`config.mk`:
```
export PLATFORM = sky130hd
export DESIGN_NAME = uart_tx_buf_flat
export DESIGN_NICKNAME = d
export VERILOG_FILES = /design/src/rtl/uart_pkg.sv /design/src/rtl/uart_tx_buf_if.sv /design/src/rtl/uart_fifo.sv /design/src/rtl/uart_tx_buf.sv /design/src/flat_wrapper.sv
export SDC_FILE = /design/constraint.sdc
export NUM_CORES = 1
export LEC_CHECK = 0
export CORE_MARGIN = 3
export CORE_UTILIZATION = 30
export DETAILED_ROUTE_END_ITERATION = 8
export PLACE_DENSITY = 0.51
export SETUP_SLACK_MARGIN = 0.5
export SLEW_MARGIN = 20
export SYNTH_ARGS = -nofsm -noshare
export SYNTH_HDL_FRONTEND = slang
export SYNTH_HIERARCHICAL = 1
export SYNTH_SLANG_ARGS = --single-unit
```
`constraint.sdc`:
```
create_clock -name clk_i -period 6.1 [get_ports clk_i]
set_input_delay 0.61 -clock clk_i [delete_from_list [all_inputs] [get_ports clk_i]]
set_output_delay 0.61 -clock clk_i [all_outputs]
set_load 0.05 [all_outputs]
```
`src/rtl/uart_pkg.sv`:
```
// Shared definitions for the buffered UART transmitter.
//   tx_state_e : transmitter FSM states
//   FRAME_BITS : start + data + stop bits per frame
//   DATA_BITS  : payload bits per frame
//   baud_div() : clock cycles per serial bit (truncated)
package uart_pkg;

   typedef enum logic [1:0] {
      IDLE,
      START,
      DATA,
      STOP
   } tx_state_e;

   localparam int FRAME_BITS = 10;
   localparam int DATA_BITS  = 8;

   function automatic int baud_div(input int clk_freq, input int baud_rate);
      return clk_freq / baud_rate;
   endfunction

endpackage

```
`src/rtl/uart_tx_buf_if.sv`:
```
// Byte write port of the UART transmitter (valid/ready handshake).
//   wvalid_i : source has a byte to send
//   wready_o : transmitter queue can take a byte
//   wdata_i  : byte to send
// master = byte source, slave = transmitter.
interface uart_tx_buf_if
   import uart_pkg::*;
   ();
   logic                 wvalid_i;
   logic                 wready_o;
   logic [DATA_BITS-1:0] wdata_i;

   modport master (output wvalid_i, output wdata_i, input wready_o);
   modport slave  (input wvalid_i, input wdata_i, output wready_o);
endinterface

```
`src/rtl/uart_fifo.sv`:
```
// Synchronous byte FIFO with first-word-fall-through read data.
//   clk_i, rst_i : clock, async active-high reset (pointers and count cleared)
//   push_i       : write wdata_i (ignored when full)
//   pop_i        : drop the head entry (ignored when empty)
//   rdata_o      : head entry, valid while !empty_o
//   full_o       : count_o == DEPTH
//   empty_o      : count_o == 0
//   count_o      : occupancy 0..DEPTH
module uart_fifo
   import uart_pkg::*;
#(
   parameter int DEPTH = 16
) (
   input  logic                     clk_i,
   input  logic                     rst_i,
   input  logic                     push_i,
   input  logic                     pop_i,
   input  logic [DATA_BITS-1:0]     wdata_i,
   output logic [DATA_BITS-1:0]     rdata_o,
   output logic                     full_o,
   output logic                     empty_o,
   output logic [$clog2(DEPTH):0]   count_o
);
   localparam int AW = $clog2(DEPTH);
   localparam logic [AW:0] FULL_CNT = (AW+1)'(DEPTH);

   logic [DATA_BITS-1:0] mem [DEPTH];
   logic [AW-1:0]        wr_ptr, rd_ptr;
   logic [AW:0]          count;
   logic                 do_push, do_pop;

   assign full_o  = (count == FULL_CNT);
   assign empty_o = (count == '0);
   assign count_o = count;
   assign rdata_o = mem[rd_ptr];

   assign do_push = push_i && !full_o;
   assign do_pop  = pop_i && !empty_o;

   // Storage needs no reset: an entry is only read after it was written.
   always_ff @(posedge clk_i) begin
      if (do_push) mem[wr_ptr] <= wdata_i;
   end

   // Power-of-two depth lets the pointers wrap on their own.
   always_ff @(posedge clk_i or posedge rst_i) begin
      if (rst_i) begin
         wr_ptr <= '0;
         rd_ptr <= '0;
         count  <= '0;
      end else begin
         if (do_push) wr_ptr <= wr_ptr + 1'b1;
         if (do_pop)  rd_ptr <= rd_ptr + 1'b1;
         case ({do_push, do_pop})
            2'b10:   count <= count + 1'b1;
            2'b01:   count <= count - 1'b1;
            default: count <= count;
         endcase
      end
   end
endmodule

```
`src/rtl/uart_tx_buf.sv`:
```
// Buffered 8N1 UART transmitter. Bytes written over the valid/ready port are
// queued in uart_fifo and sent LSB first on txd_o, back to back while the
// queue holds data.
//   clk_i   : clock
//   rst_i   : async active-high reset; line returns high, queue discarded
//   wr      : byte write port (slave side)
//   txd_o   : serial line, idle high, registered
//   busy_o  : frame in flight or queue non-empty
//   count_o : queue occupancy
module uart_tx_buf
   import uart_pkg::*;
#(
   parameter int CLK_FREQ   = 100_000_000,
   parameter int BAUD_RATE  = 1_000_000,
   parameter int FIFO_DEPTH = 16
) (
   input  logic                         clk_i,
   input  logic                         rst_i,
   uart_tx_buf_if.slave                 wr,
   output logic                         txd_o,
   output logic                         busy_o,
   output logic [$clog2(FIFO_DEPTH):0]  count_o
);
   localparam int DIV   = baud_div(CLK_FREQ, BAUD_RATE);
   localparam int CNT_W = (DIV < 2) ? 1 : $clog2(DIV);
   localparam int BIT_W = $clog2(DATA_BITS);
   localparam logic [CNT_W-1:0] CNT_LAST = CNT_W'(DIV - 1);
   localparam logic [BIT_W-1:0] BIT_LAST = BIT_W'(DATA_BITS - 1);

   if (DIV < 2) begin : g_div_chk
      $error("uart_tx_buf: CLK_FREQ / BAUD_RATE must be at least 2");
   end
   if (FIFO_DEPTH < 2 || (FIFO_DEPTH & (FIFO_DEPTH - 1)) != 0) begin : g_depth_chk
      $error("uart_tx_buf: FIFO_DEPTH must be a power of two, at least 2");
   end

   tx_state_e             state_q, state_d;
   logic [CNT_W-1:0]      cnt_q, cnt_d;
   logic [BIT_W-1:0]      bit_q, bit_d;
   logic [DATA_BITS-1:0]  shift_q, shift_d;
   logic                  txd_q, txd_d;
   logic                  baud_end;
   logic                  pop;

   logic                  fifo_full, fifo_empty;
   logic [DATA_BITS-1:0]  fifo_rdata;
   logic [$clog2(FIFO_DEPTH):0] fifo_count;

   uart_fifo #(.DEPTH(FIFO_DEPTH)) u_fifo (
      .clk_i   (clk_i),
      .rst_i   (rst_i),
      .push_i  (wr.wvalid_i),
      .pop_i   (pop),
      .wdata_i (wr.wdata_i),
      .rdata_o (fifo_rdata),
      .full_o  (fifo_full),
      .empty_o (fifo_empty),
      .count_o (fifo_count)
   );

   // Ready comes from the registered count only, so a pop while full
   // reopens the port on the following cycle.
   assign wr.wready_o = !fifo_full;
   assign count_o     = fifo_count;
   assign busy_o      = (state_q != IDLE) || (fifo_count != '0);
   assign txd_o       = txd_q;

   assign baud_end = (cnt_q == CNT_LAST);

   // Every state change clears the baud counter, so each bit is exactly DIV
   // cycles and frame boundaries never drift. txd_d is the line level for the
   // state being entered, registered on the same edge as the state.
   always_comb begin
      state_d = state_q;
      cnt_d   = cnt_q + 1'b1;
      bit_d   = bit_q;
      shift_d = shift_q;
      txd_d   = txd_q;
      pop     = 1'b0;
      unique case (state_q)
         IDLE: begin
            cnt_d = '0;
            if (!fifo_empty) begin
               pop     = 1'b1;
               shift_d = fifo_rdata;
               state_d = START;
               txd_d   = 1'b0;
            end
         end
         START: begin
            if (baud_end) begin
               cnt_d   = '0;
               bit_d   = '0;
               state_d = DATA;
               txd_d   = shift_q[0];
            end
         end
         DATA: begin
            if (baud_end) begin
               cnt_d = '0;
               if (bit_q == BIT_LAST) begin
                  state_d = STOP;
                  txd_d   = 1'b1;
               end else begin
                  bit_d   = bit_q + 1'b1;
                  shift_d = shift_q >> 1;
                  txd_d   = shift_q[1];
               end
            end
         end
         STOP: begin
            if (baud_end) begin
               cnt_d = '0;
               // Chain straight into the next start bit: no idle gap.
               if (!fifo_empty) begin
                  pop     = 1'b1;
                  shift_d = fifo_rdata;
                  state_d = START;
                  txd_d   = 1'b0;
               end else begin
                  state_d = IDLE;
               end
            end
         end
         default: begin
            state_d = IDLE;
            txd_d   = 1'b1;
         end
      endcase
   end

   always_ff @(posedge clk_i or posedge rst_i) begin
      if (rst_i) begin
         state_q <= IDLE;
         cnt_q   <= '0;
         bit_q   <= '0;
         shift_q <= '0;
         txd_q   <= 1'b1;
      end else begin
         state_q <= state_d;
         cnt_q   <= cnt_d;
         bit_q   <= bit_d;
         shift_q <= shift_d;
         txd_q   <= txd_d;
      end
   end
endmodule

```
`src/flat_wrapper.sv`:
```
// flat-port wrapper written by rule: the top's interface ports become plain ports
module uart_tx_buf_flat import uart_pkg::*;
#(
   parameter int CLK_FREQ   = 100_000_000,
   parameter int BAUD_RATE  = 1_000_000,
   parameter int FIFO_DEPTH = 16
)
  (clk_i, rst_i, txd_o, busy_o, count_o, wr_wvalid_i, wr_wdata_i, wr_wready_o);
  uart_tx_buf_if wr_i ();
  input  logic clk_i;
  input  logic rst_i;
  output logic txd_o;
  output logic busy_o;
  output logic [$clog2(FIFO_DEPTH):0] count_o;
  input wire logic [$bits(wr_i.wvalid_i)-1:0] wr_wvalid_i;
  input wire logic [$bits(wr_i.wdata_i)-1:0] wr_wdata_i;
  output wire logic [$bits(wr_i.wready_o)-1:0] wr_wready_o;
  assign wr_i.wvalid_i = wr_wvalid_i;
  assign wr_i.wdata_i = wr_wdata_i;
  assign wr_wready_o = wr_i.wready_o;
  uart_tx_buf #(.CLK_FREQ(CLK_FREQ), .BAUD_RATE(BAUD_RATE), .FIFO_DEPTH(FIFO_DEPTH)) u_core (.clk_i(clk_i), .rst_i(rst_i), .wr(wr_i), .txd_o(txd_o), .busy_o(busy_o), .count_o(count_o));
endmodule
```
## After elaboration in Yosys (flattened, before gate mapping)

Memory sizes are Yosys's and may differ from the RTL's.
Cells that the tools add are included.

- Add/subtract/negate cells: 6
- Eq/ne operators: 14
- Multiplexer cells: 30
- Reductions and logical operators: 17

Operators with widths:

| kind | number |
|---|---|
| $mux W8 | 4 |
| $pmux W8 S3 | 1 |
| $pmux W7 S2 | 1 |
| $mux W1 | 10 |
| $mux W2 | 5 |
| $pmux W5 S2 | 1 |
| $mux W3 | 3 |
| $add A4 B1 Y4 const B | 2 |
| $ne A2 B1 Y1 const B | 4 |
| $pmux W2 S4 | 1 |
| $reduce_and A4 Y1 | 2 |
| $add A7 B1 Y7 const B | 1 |
| $eq A7 B7 Y1 const B | 1 |
| $mux W7 | 1 |
| $eq A2 B2 Y1 const B | 3 |
| $pmux W3 S2 | 1 |
| $reduce_bool A2 Y1 | 3 |
| $add A5 B1 Y5 const B | 1 |
| $eq A5 B5 Y1 const B | 1 |
| $logic_not A5 Y1 | 1 |
| $reduce_and A5 Y1 | 1 |
| $reduce_bool A5 Y1 | 1 |
| $sub A5 B1 Y5 const B | 1 |
| $eq A2 B1 Y1 const B | 2 |
| 12 further kinds | 15 |

- Register bits: 34
- Memory bits (writable): 128
- Word-level logic and storage cells: 76
- Memories: 1

Memories:

| memory | depth | bits a word | read ports | clocked after Yosys merged registers in | wr ports | line | RTL |
|---|---|---|---|---|---|---|---|
| u_core.u_fifo.mem | 16 | 8 | 1 | 0 | 1 | uart_fifo.sv:27 | `logic [DATA_BITS-1:0] mem [DEPTH];` |

## Logic depth before layout (Yosys ltp)

Gate-level depths: netlist of run 1.

- Depth after elaboration: 7
- Depth in mapped cells: 15

## Cells and area by module

The synthesis of run 1 kept the hierarchy.

By module, submodules not included:

| module | times used | cells each | area an instance (um^2) |
|---|---|---|---|
| uart_fifo | 1 | 333 | 5796.8 |
| uart_tx_buf | 1 | 113 | 1257.5 |

## Worst setup path before layout of run 1

No wires, ideal clock.

- Path kind: register -> register
- Start: reg u_core.cnt_q[4]
- End: reg u_core.u_fifo.count[4] (netlist: u_core/u_fifo/count_o[4])
- Library setup time: 143 ps
- Data arrival time: 2935 ps
- Data required time: 5957 ps
- Setup slack: 3022 ps
- Stages on the path, launching flop included: 15
- Clock period less this slack: 3078 ps
- Cell sequence: dfrtp_1 -> nor4b_4 -> and3_1 -> a21oi_1 -> nor3_1 -> nor2b_1 -> buf_6 -> ha_1 -> inv_1 -> fa_1 -> nor2b_1 -> o21ai_0 -> nand3_1 -> or3b_1 -> xnor2_1

- Cells in the longest elaborated chain, start to end: 6
- Elaborated cells on any way between the ends: 8
- Those cells by class: eq/ne: 3; mux: 3; reduce/logical: 2

RTL lines:

| what | line | RTL |
|---|---|---|
| start: declaration | uart_tx_buf.sv:38 | `logic [CNT_W-1:0] cnt_q, cnt_d;` |
| start signal: assignment | uart_tx_buf.sv:141 | `cnt_q <= cnt_d;` |
| $eq A7 B7 Y1 * | uart_tx_buf.sv:68 | `assign baud_end = (cnt_q == CNT_LAST);` |
| $mux W1 * | uart_tx_buf.sv:112 | `if (baud_end) begin` |
| $pmux W1 S2 * | uart_tx_buf.sv:80 | `unique case (state_q)` |
| named net u_core.pop | uart_tx_buf.sv:43 | `logic pop;` |
| $logic_and A1 B1 Y1 * | uart_fifo.sv:38 | `assign do_pop = pop_i && !empty_o;` |
| named net u_core.u_fifo.do_pop | uart_fifo.sv:30 | `logic do_push, do_pop;` |
| $eq A2 B1 Y1 or $eq A2 B2 Y1 (tied branches) | uart_fifo.sv:54 | `case ({do_push, do_pop})` |
| $pmux W5 S2 or $reduce_bool A2 Y1 (tied branches) | n/a |  |
| end signal: assignment | uart_fifo.sv:55 | `2'b10: count <= count + 1'b1;` |
| end signal: assignment | uart_fifo.sv:56 | `2'b01: count <= count - 1'b1;` |
| end signal: assignment | uart_fifo.sv:57 | `default: count <= count;` |
| end: declaration | uart_fifo.sv:29 | `logic [AW:0] count;` |

Mark *: on every way through the listed nets, which the timed path passes. The rest lies on a longest branch.
A chain may end at the register's enable or synchronous reset.

## Worst setup path after layout of run 1

- Start: reg u_core.cnt_q[4]
- End: reg u_core.u_fifo.count[4] (netlist: u_core/u_fifo/count_o[4])

- Cells in the longest elaborated chain, start to end: 6
- Elaborated cells on any way between the ends: 8
- Those cells by class: eq/ne: 3; mux: 3; reduce/logical: 2

RTL lines:

| what | line |
|---|---|
| $eq A7 B7 Y1 * | uart_tx_buf.sv:68 |
| $mux W1 * | uart_tx_buf.sv:112 |
| $pmux W1 S2 * | uart_tx_buf.sv:80 |
| named net u_core.pop | uart_tx_buf.sv:43 |
| $logic_and A1 B1 Y1 * | uart_fifo.sv:38 |
| $eq A2 B1 Y1 or $eq A2 B2 Y1 (tied branches) | uart_fifo.sv:54 |
| $pmux W5 S2 or $reduce_bool A2 Y1 (tied branches) | n/a |

Marked as above.

==> results of run 1 <==
per-stage QoR:
stage | power, W | hold WS (ns) | std cells | utilization (%) | cell area (um^2)
6_report | 0.00280 | 0.463 | 795 | 35.6 | 8140
5_1_grt | 0.00293 | 0.482 | 795 | 35.6 | 8140
4_1_cts | 0.00283 | 0.467 | 795 | 35.6 | 8140
3_5_place_dp | 0.00177 | 0.457 | 763 | 33.0 | 7530
3_3_place_gp | 0.00176 | 0.438 | 763 | 33.0 | 7530
2_1_floorplan | 0.00163 | 0.424 | 446 | - | 7050
final timing paths:
kind,start,endpoint,slack [ns]
worst max register to register,u_core/cnt_q[4],u_core/u_fifo/count_o[4],2.52
worst max-delay path,u_core/cnt_q[4],u_core/u_fifo/count_o[4],2.52
worst min register to register,u_core/cnt_q[0],u_core/cnt_q[0],0.46
max in group asynchronous,rst_i,u_core/bit_q[2],4.89
min in group asynchronous,rst_i,u_core/u_fifo/wr_ptr[2],0.59
worst min-delay path,u_core/cnt_q[0],u_core/cnt_q[0],0.46
power groups by stage:
stage | registers, W | clock network (W) | logic, W
after detailed placement | 0.00140 | 0 | 0.000370
after floorplan | 0.00142 | 0 | 0.000207
after CTS | 0.00138 | 0.00109 | 0.000372
final | 0.00138 | 0.00106 | 0.000366
after global placement | 0.00139 | 0 | 0.000362
after global routing | 0.00139 | 0.00114 | 0.000401
layer usage:
layer  global-route usage, %  vias to the layer above
met5                       0                        -
met4                    3.82                        0
met3                    3.04                       16
met2                    19.1                       69
met1                    15.8                     1911
li1                        -                     1745
kinds of logic (layout without fill, tap and decap cells):
kind of cell,count (synthesis),after routing,share of synthesized area [%]
AND/OR/NAND/NOR,80,80,5.96
AO/OA/AOI/OAI,66,66,6.31
XOR/XNOR,15,15,1.86
adder cells (fa/ha/maj),20,20,3.65
flip-flops,162,162,66.6
multiplexers,66,66,12.7
buffers and inverters,37,73,2.96
placed cells by master (no fill, tap or decap), drive strengths merged, types with 18 or more instances in the layout:
cell and instances:
edfxtp 128, dfrtp 33, mux2i 26, o21ai 24, mux2 24, nand2 23
inv 23, nor2 22, ha 19, clkdlybuf4s50 18
flip-flops by register name (all words and copies together), names as in the netlist:
register and count:
u_core/u_fifo/wr_ptr 4, u_core/u_fifo/rd_ptr 4, u_core/txd_o 1, u_core/u_fifo/mem 128
u_core/state_q 2, u_core/u_fifo/count_o 5, u_core/cnt_q 7, u_core/shift_q 8
u_core/bit_q 3
area by class of cell:
| type | count | area, um^2 | share of cell area (%) |
|---|---|---|---|
| sequential | 162 | 4700 | 57.7 |
| multi-input combinational | 247 | 2150 | 26.4 |
| clock buffer | 17 | 425 | 5.23 |
| tap | 313 | 392 | 4.81 |
| timing repair buffer | 25 | 233 | 2.86 |
| clock inverter | 15 | 179 | 2.20 |
| inverter | 16 | 60.1 | 0.738 |
critical path: stages, from the launching register on:
cell and delay (ns):
dfrtp_1 0.44, nor4b_4 0.45, and3_1 0.28, a21oi_1 0.09, nor3_1 0.13, nor2b_1 0.44
ha_1 0.31, inv_1 0.10, fa_1 0.40, nor2b_1 0.13, o21ai_0 0.11, nand3_1 0.09
or3b_1 0.37, xnor2_1 0.13
==> out/results.tsv, run 1 <==
stage	metric	value	unit
clocking	setup bufs post-CTS	0	
drt	DR WL/cell	18.2	um
power	P_leak	3.02	nW
power	P per Cell Area	344	nW/um^2
clocking	Max clock buf depth	2	
drt	final wirelength	14500	um
power	Flop pwr share	49.2	%
layout	Syn-to-layout area delta	15.3	%
power	Psw	0.000805	W
drt	post-DR vias/cell	4.71	
placed_design	dpl ws	2.52	ns
layout	# nets final	500	
yosys	sequential fraction of the synthesis area	66.6	%
grt	initial antenna violation count	0	
drt	met3 WL	543	um
clocking	clock latency at the later pin of the worst-skew pair	0.43	ns
drt	Met1 Wirelength	6740	um
timing	Tcrit/Tclk final	58.7	%
critical_path	Worst Path Required	6.41	ns
placed_design	final RePlAce weighted congestion	0.757	
clocking	hold buffer count at cts	0	
drt	DR vias	3741	
job	MaxCap Viol Count	0	
clocking	clk root buf	clkbuf_16	
timing	setup ws final	2.52	ns
critical_path	CP Max Fanout	6	
yosys	Synth area leaders	edfxtp_1, dfrtp_1, mux4_2	
placed_design	port bufs	18	
clocking	H-Tree Level Count	4	
critical_path	WS Path Type	flip-flop to flip-flop	
yosys	top post-synthesis cells by count	edfxtp_1, dfrtp_1, mux2i_1, o21ai_0	
hold_path	Hold Crit Class	flip-flop to flip-flop	
layout	fillers	2206	
clocking	post-cts sizing count	0	
power	Sw Ratio	28.8	%
yosys	#FFs+latches synth	162	
power	Gate power share	13.1	%
floorplan	Core ar.	22800	um^2
clocking	clock transition at the registers of the reported paths	0.07	ns
drt	drt first-iter violations	257	
timing	final hold viol count	0	
timing	Slew Limit Fails	0	
yosys	most frequent cell after synthesis	edfxtp_1	
grt	gr usage total	11.9	%
floorplan	Die Span X	159	um
drt	Final ANT Viol Nets	0	
drt	# DRC	0	
critical_path	CP Data Arrival Time	3.90	ns
power	Clock power frac	37.8	%
floorplan	die height	159	um
floorplan	starting density of the core	30.9	%
timing	clock skew	0.0109	ns
grt	largest net degree at the start of global routing	32	
layout	fraction of layout cells with a size suffix above 1	17.6	%
drt	DR pass1 iterations	7	
yosys	number of flops mapped to enable cells by yosys	128	
critical_path	Critical Path Sink Type	flip-flop	
yosys	Synth top area share	54.5	%
timing	Slew HR	34.5	%
layout	n_diodes	0	
critical_path	R2R depth	13	
yosys	Post-synth ARST share	21.0	%
timing	min Tclk post-route	3.58	ns
yosys	top_reg_cell synth	edfxtp_1	
grt	gr ovfl total	0	
power	Int Pwr	0.00199	W
timing	setup_tns	0	ns
drt	detailed route wirelength on metal2	7030	um
clocking	number of CTS-inserted buffers	17	
run_status	status	finished, final reports clean	
yosys	syn nets	477	
hold_path	WHS Path Cells	1	
placed_design	HPWL after DPL	9700	um
floorplan	DIE AREA	25400	um^2
yosys	post-synthesis average cell area	15.8	um^2
clocking	CTS tree	done	
grt	first-pass GRT wire length	22500	um
yosys	post-synth top area cell	edfxtp_1	
yosys	Cell variety after synth	49	
floorplan	Top Ports	19	
floorplan	row count	55	
timing	RSZ-0062 raised after global routing	false	
yosys	Synth Cell Area	7050	um^2
grt	vias in the first global route	3838	
drt	Top Metal Used	met4	
yosys	number of synthesis warnings	6	
yosys	post-synthesis cell count	446	
timing	fmax	279	MHz
timing	Slew @ Worst Pin	0.979	ns
critical_path	Worst Setup Start Kind	flip-flop	
power	Peak supply drop	0.000150	V
timing	final setup violating endpoints	0	
clocking	TritonCTS Sinks	162	
No activity file was read; power rests on OpenSTA's default activity.
==> run 2, diff against run 1 <==
==> constraint.sdc (replaced) <==
create_clock -name clk_i -period 3.45 [get_ports clk_i]
set_input_delay 0.345 -clock clk_i [delete_from_list [all_inputs] [get_ports clk_i]]
set_output_delay 0.345 -clock clk_i [all_outputs]
set_load 0.05 [all_outputs]
==> run 2 against run 1 <==
- sequential share of layout area decreased by 1.3 points
- global-route usage decreased by 0.57 points
- register-to-register slack worse by 2.0 ns
- final cell count is 2.1% higher
- non-clock buffer count up 17
- sequential power is 76% higher
- combinational power increased by 90%
- clock power grew 77%
- critical path depth unchanged
- fmax grew 22%
- total power increased by 79%
- worst setup slack worse by 2.0 ns
- critical path type unchanged
==> out/results.tsv, run 2 (synthesized netlist as in run 1, its figures left out) <==
stage	metric	value	unit	change
power	P per Cell Area	601	nW/um^2	+75%
drt	DR vias	3786		+1.2%
drt	Met1 Wirelength	6330	um	-6.1%
placed_design	final RePlAce weighted congestion	0.763		+0.82%
timing	final hold viol count	0		unchanged
timing	fmax	342	MHz	+22%
layout	final instance area	8330	um^2	+2.4%
layout	fillers	2212		+0.27%
floorplan	row count	55		unchanged
drt	DR pass1 iterations	4		-3
timing	Tcrit/Tclk final	84.9	%	+26 points
timing	setup ws final	0.522	ns	-2.00 ns
critical_path	critical path's largest stage delay	0.44	ns	about the same
critical_path	CP Max Fanout	4		-2
critical_path	CP Data Arrival Time	3.23	ns	-0.67 ns
layout	biggest regs	u_core/u_fifo/mem x128, u_core/shift_q x8, u_core/cnt_q x7		
grt	initial antenna violation count	0		unchanged
critical_path	Worst Setup Start Kind	flip-flop		
critical_path	crit path cell chain	nor4b_4 > and3_4 > a21oi_2 > nor3_2 > nor2b_4 > ha_4 > inv_4 > fa_2 > nor2b_1 > o21ai_1 > nand3_1 > or3b_4 > xnor2_2		
clocking	H-Tree Level Count	4		unchanged
critical_path	Critical Path Sink Type	flip-flop		
drt	DR WL/cell	17.2	um	-5.3%
grt	vias in the first global route	3930		+2.4%
critical_path	Worst Path Required	3.75	ns	-2.66 ns
layout	most frequent cells in the layout	edfxtp_1, dfrtp_1, mux2i_1		
layout	Most flops, register	u_core/u_fifo/mem		
layout	n_diodes	0		unchanged
power	Peak supply drop	0.000326	V	+120%
timing	final setup violating endpoints	0		unchanged
floorplan	Core ar.	22800	um^2	unchanged
drt	drt first-iter violations	192		-25%
timing	RSZ-0062 raised after global routing	true		
placed_design	port bufs	18		unchanged
clocking	hold buffer count at cts	0		unchanged
drt	met3 WL	510	um	-6.1%
job	MaxCap Viol Count	0		unchanged
placed_design	placed cell count	775		+1.6%
placed_design	dpl ws	0.512	ns	-2.01 ns
layout	commonest non-fill, non-tap cell in the layout	edfxtp_1		
clocking	CTS tree	done		
grt	gr ovfl total	0		unchanged
timing	Slew Limit Fails	0		unchanged
timing	Slew @ Worst Pin	0.816	ns	-0.163 ns
clocking	number of CTS-inserted buffers	17		unchanged
drt	detailed route wirelength on metal2	7010	um	-0.30%
layout	fin cells	812		+2.1%
grt	gr usage total	11.3	%	-0.57 points
layout	# nets final	517		+3.4%
drt	Top Metal Used	met4		
drt	Final ANT Viol Nets	0		unchanged
clocking	TritonCTS Sinks	162		unchanged
critical_path	CP max-delay cell	dfrtp_2		
layout	number of flip-flops under the largest register name	128		unchanged
clocking	clk root buf	clkbuf_16		
layout	Syn-to-layout area delta	18.1	%	
placed_design	HPWL after DPL	9250	um	-4.6%
grt	first-pass GRT wire length	22200	um	-1.6%
clocking	clock transition at the registers of the reported paths	0.08	ns	about the same
clocking	clock latency at the later pin of the worst-skew pair	0.43	ns	about the same
floorplan	Die Span X	159	um	unchanged
timing	Slew HR	45.5	%	+11 points
drt	# DRC	0		unchanged
timing	Hold Slack	0.294	ns	-0.169 ns
clocking	Max clock buf depth	2		unchanged
power	P_leak	3.13	nW	+3.5%
floorplan	Top Ports	19		unchanged
drt	post-DR vias/cell	4.66		-0.92%
hold_path	Hold Crit Class	input port to async pin		
drt	final wirelength	14000	um	-3.3%
run_status	status	finished, final reports clean		
critical_path	WS Path Type	flip-flop to flip-flop		
grt	largest net degree at the start of global routing	52		+63%
placed_design	DP Area	7660	um^2	+1.7%
layout	fraction of layout cells with a size suffix above 1	23.2	%	+5.6 points
timing	min Tclk post-route	2.93	ns	-0.655 ns
timing	clock skew	0.0175	ns	+0.00664 ns
floorplan	die height	159	um	unchanged
floorplan	DIE AREA	25400	um^2	unchanged
floorplan	starting density of the core	30.9	%	unchanged
timing	setup_tns	0	ns	unchanged
==> run 2: changes by cell type in the layout (fill, tap and decap cells not counted), sizes merged <==
cell / previous run / this run
buf: 7 / 24
clkinvlp: 2 / 0
inv: 23 / 25
==> run 2: routing by layer <==
layer  track usage [%]  vias to the layer above
met5                 0                        -
met4              3.54                        0
met1              14.9                     1934
li1                  -                     1777
met3              2.65                       11
met2              18.6                       64
==> run 2: final timing paths <==
| check | start | endpoint | slack [ns] | depth (start not counted) |
|---|---|---|---|---|
| max | u_core/cnt_q[4] | u_core/u_fifo/count_o[4] | 0.52 | 13 |
| min | rst_i | u_core/u_fifo/wr_ptr[2] | 0.29 | 2 |
| max reg2reg | u_core/cnt_q[4] | u_core/u_fifo/count_o[4] | 0.52 | 13 |
| min reg2reg | u_core/cnt_q[0] | u_core/cnt_q[0] | 0.47 | 1 |
| max in group asynchronous | rst_i | u_core/cnt_q[2] | 2.47 | 2 |
| min in group clk_i | u_core/cnt_q[0] | u_core/cnt_q[0] | 0.47 | 1 |
==> run 2: where the power goes <==
part           internal, W  total, W  leakage [nW]  switching (W)
Combinational     0.000263  0.000697          1.26       0.000434
Sequential         0.00232   0.00243          1.57       0.000116
Clock             0.000987   0.00188         0.296       0.000888
==> run 2: final cells by class <==
cell class                 instances  area, um^2  area share (%)
tap                              313         392            4.70
timing repair buffer              42         373            4.48
inverter                          16        62.6           0.751
sequential                       162        4700            56.4
clock buffer                      17         425            5.11
multi-input combinational        247        2200            26.4
clock inverter                    15         176            2.12
==> run 2: critical path, delay by kind of cell (launching register included) <==
family | cells | cell delay (ns)
simple gates | 7 | 1.47
fa+ha+maj | 2 | 0.56
flops | 1 | 0.44
compound gates | 2 | 0.16
xor+xnor | 1 | 0.14
buf+inv | 1 | 0.04
==> run 2: through the flow <==
step                      power [W]  utilization [%]
after global routing        0.00523             36.5
after CTS                   0.00505             36.2
after floorplan             0.00289                -
final                       0.00501             36.5
after detailed placement    0.00317             33.5
after global placement      0.00314             33.5
==> run 2: repair_timing <==
action,4_1_cts,5_1_grt
setup buffers,0,5
gates resized for setup,0,12
endpoints found under the setup margin,0,1
==> run 3, diff against run 2 <==
==> constraint.sdc (replaced) <==
create_clock -name clk_i -period 3 [get_ports clk_i]
set_input_delay 0.3 -clock clk_i [delete_from_list [all_inputs] [get_ports clk_i]]
set_output_delay 0.3 -clock clk_i [all_outputs]
set_load 0.05 [all_outputs]
==> run 3 against run 2 <==
- non-clock buffer count grew 6
- combinational power rose by 15%
- utilization grew 0.082 points
- total power rose by 15%
- die area stayed put
- largest cell class unchanged
- final cell count up 0.74%
- register-to-register slack got worse by 0.35 ns
- sequential power increased by 15%
- hold slack lost 0.040 ns
- sequential share of layout area is 0.13 points lower
==> out/results.tsv, run 3 (synthesized netlist as in run 1, its figures left out) <==
stage	metric	value	unit	change
layout	# nets final	523		+1.2%
clocking	clock transition at the registers of the reported paths	0.07	ns	about the same
clocking	H-Tree Level Count	4		unchanged
grt	gr ovfl total	0		unchanged
grt	first-pass GRT wire length	22500	um	+1.4%
timing	clock skew	0.0122	ns	-0.00534 ns
power	P per Cell Area	687	nW/um^2	+14%
placed_design	HPWL after DPL	9350	um	+1.0%
floorplan	Core ar.	22800	um^2	unchanged
critical_path	Critical Path Sink Type	flip-flop		
timing	min Tclk post-route	2.82	ns	-0.103 ns
clocking	Max clock buf depth	2		unchanged
drt	final wirelength	14300	um	+2.3%
timing	Tcrit/Tclk final	94.2	%	+9.3 points
run_status	status	finished, final reports clean		
layout	Final Core Density	36.5	%	+0.082 points
power	Final Power	0.00573	W	+15%
drt	DR WL/cell	17.5	um	+1.5%
timing	Slew Limit Fails	0		unchanged
layout	Syn-to-layout area delta	18.4	%	
drt	# DRC	0		unchanged
job	MaxCap Viol Count	0		unchanged
layout	number of flip-flops under the largest register name	128		unchanged
layout	commonest non-fill, non-tap cell in the layout	edfxtp_1		
layout	fillers	2204		-0.36%
clocking	clk root buf	clkbuf_16		
critical_path	CP Max Fanout	4		unchanged
drt	Final ANT Viol Nets	0		unchanged
clocking	TritonCTS Sinks	162		unchanged
timing	final hold viol count	0		unchanged
layout	biggest regs	u_core/u_fifo/mem x128, u_core/shift_q x8, u_core/cnt_q x7		
layout	n_diodes	0		unchanged
timing	setup_tns	0	ns	unchanged
floorplan	Die Span X	159	um	unchanged
timing	final setup violating endpoints	0		unchanged
placed_design	port bufs	18		unchanged
timing	fmax	354	MHz	+3.6%
clocking	CTS tree	done		
placed_design	DP Area	7700	um^2	+0.56%
clocking	clock latency at the later pin of the worst-skew pair	0.42	ns	about the same
floorplan	starting density of the core	30.9	%	unchanged
drt	drt first-iter violations	263		+37%
clocking	number of CTS-inserted buffers	17		unchanged
critical_path	WS Path Type	flip-flop to flip-flop		
placed_design	dpl ws	0.110	ns	-0.402 ns
timing	Slew HR	44.2	%	-1.3 points
floorplan	row count	55		unchanged
critical_path	Worst Setup Start Kind	flip-flop		
floorplan	die height	159	um	unchanged
hold_path	Hold Crit Class	input port to async pin		
clocking	hold buffer count at cts	0		unchanged
layout	Most flops, register	u_core/u_fifo/mem		
floorplan	DIE AREA	25400	um^2	unchanged
power	P_leak	3.14	nW	+0.35%
grt	vias in the first global route	3866		-1.6%
floorplan	Top Ports	19		unchanged
layout	fraction of layout cells with a size suffix above 1	23.8	%	+0.52 points
power	Peak supply drop	0.000406	V	+24%
drt	DR vias	3756		-0.79%
critical_path	Worst Path Required	3.31	ns	-0.44 ns
layout	most frequent cells in the layout	edfxtp_1, buf_4, dfrtp_1		
grt	largest net degree at the start of global routing	52		unchanged
drt	DR pass1 iterations	4		unchanged
placed_design	final RePlAce weighted congestion	0.732		-4.1%
grt	gr usage total	11.6	%	+0.26 points
layout	final instance area	8350	um^2	+0.23%
critical_path	CP Data Arrival Time	3.13	ns	-0.10 ns
timing	setup ws final	0.175	ns	-0.347 ns
timing	RSZ-0062 raised after global routing	true		
grt	initial antenna violation count	0		unchanged
timing	Slew @ Worst Pin	0.836	ns	+0.0199 ns
drt	post-DR vias/cell	4.59		-1.5%
## run 3: metrics by stage
step                      hold slack, ns  cells
after floorplan                    0.177    446
after global placement             0.441    780
after detailed placement           0.452    780
after CTS                          0.258    815
after global routing               0.319    818
final                              0.255    818
## run 3: path summary, 6_finish.rpt
check | to | start | cells past startpoint | slack, ns
hold reg to reg | u_core/cnt_q[0] | u_core/cnt_q[0] | 1 | 0.46
hold / removal | u_core/u_fifo/wr_ptr[1] | rst_i | 2 | 0.25
setup / recovery | u_core/u_fifo/count_o[4] | u_core/cnt_q[2] | 13 | 0.18
min in group clk_i | u_core/cnt_q[0] | u_core/cnt_q[0] | 1 | 0.46
setup reg to reg | u_core/u_fifo/count_o[4] | u_core/cnt_q[2] | 13 | 0.18
max in group asynchronous | u_core/cnt_q[3] | rst_i | 2 | 2.04
## run 3: worst max-delay path, cell delays in order (launching register included)
cell	delay [ns]
dfrtp_1	0.41
nor4b_4	0.31
and3_4	0.23
a21oi_1	0.07
nor3_1	0.14
nor2b_4	0.20
ha_4	0.16
inv_2	0.05
fa_2	0.38
nor2b_1	0.11
o21ai_1	0.08
nand3_1	0.08
or3b_1	0.36
xnor2_1	0.13
## run 3: routing by layer
metal / track usage, % / share of wire [%]
met1: 15.6 / 48
met2: 18.7 / 50
met3: 2.26 / 1.6
met5: 0 / 0
met4: 4.30 / 0.64
## run 3: report_power, final
group          total [W]  internal [W]  switching, W
registers        0.00280       0.00267      0.000131
clock network    0.00213       0.00118      0.000951
logic           0.000804      0.000308      0.000496
total            0.00573       0.00416       0.00158
## run 3: layout make-up
class / instances / area, um^2 / area share, %
clock buffer: 17 / 425 / 5.10
clock inverter: 15 / 163 / 1.95
inverter: 16 / 60.1 / 0.719
multi-input combinational: 247 / 2180 / 26.2
sequential: 162 / 4700 / 56.3
tap: 313 / 392 / 4.69
timing repair buffer: 48 / 423 / 5.07
## run 3: repair_timing
action | in CTS | in global routing
resized for setup | 2 | 6
endpoints found under the setup margin | 2 | 11
pin swaps | 2 | 6
setup buffers | 3 | 3
gates cloned | 0 | 0
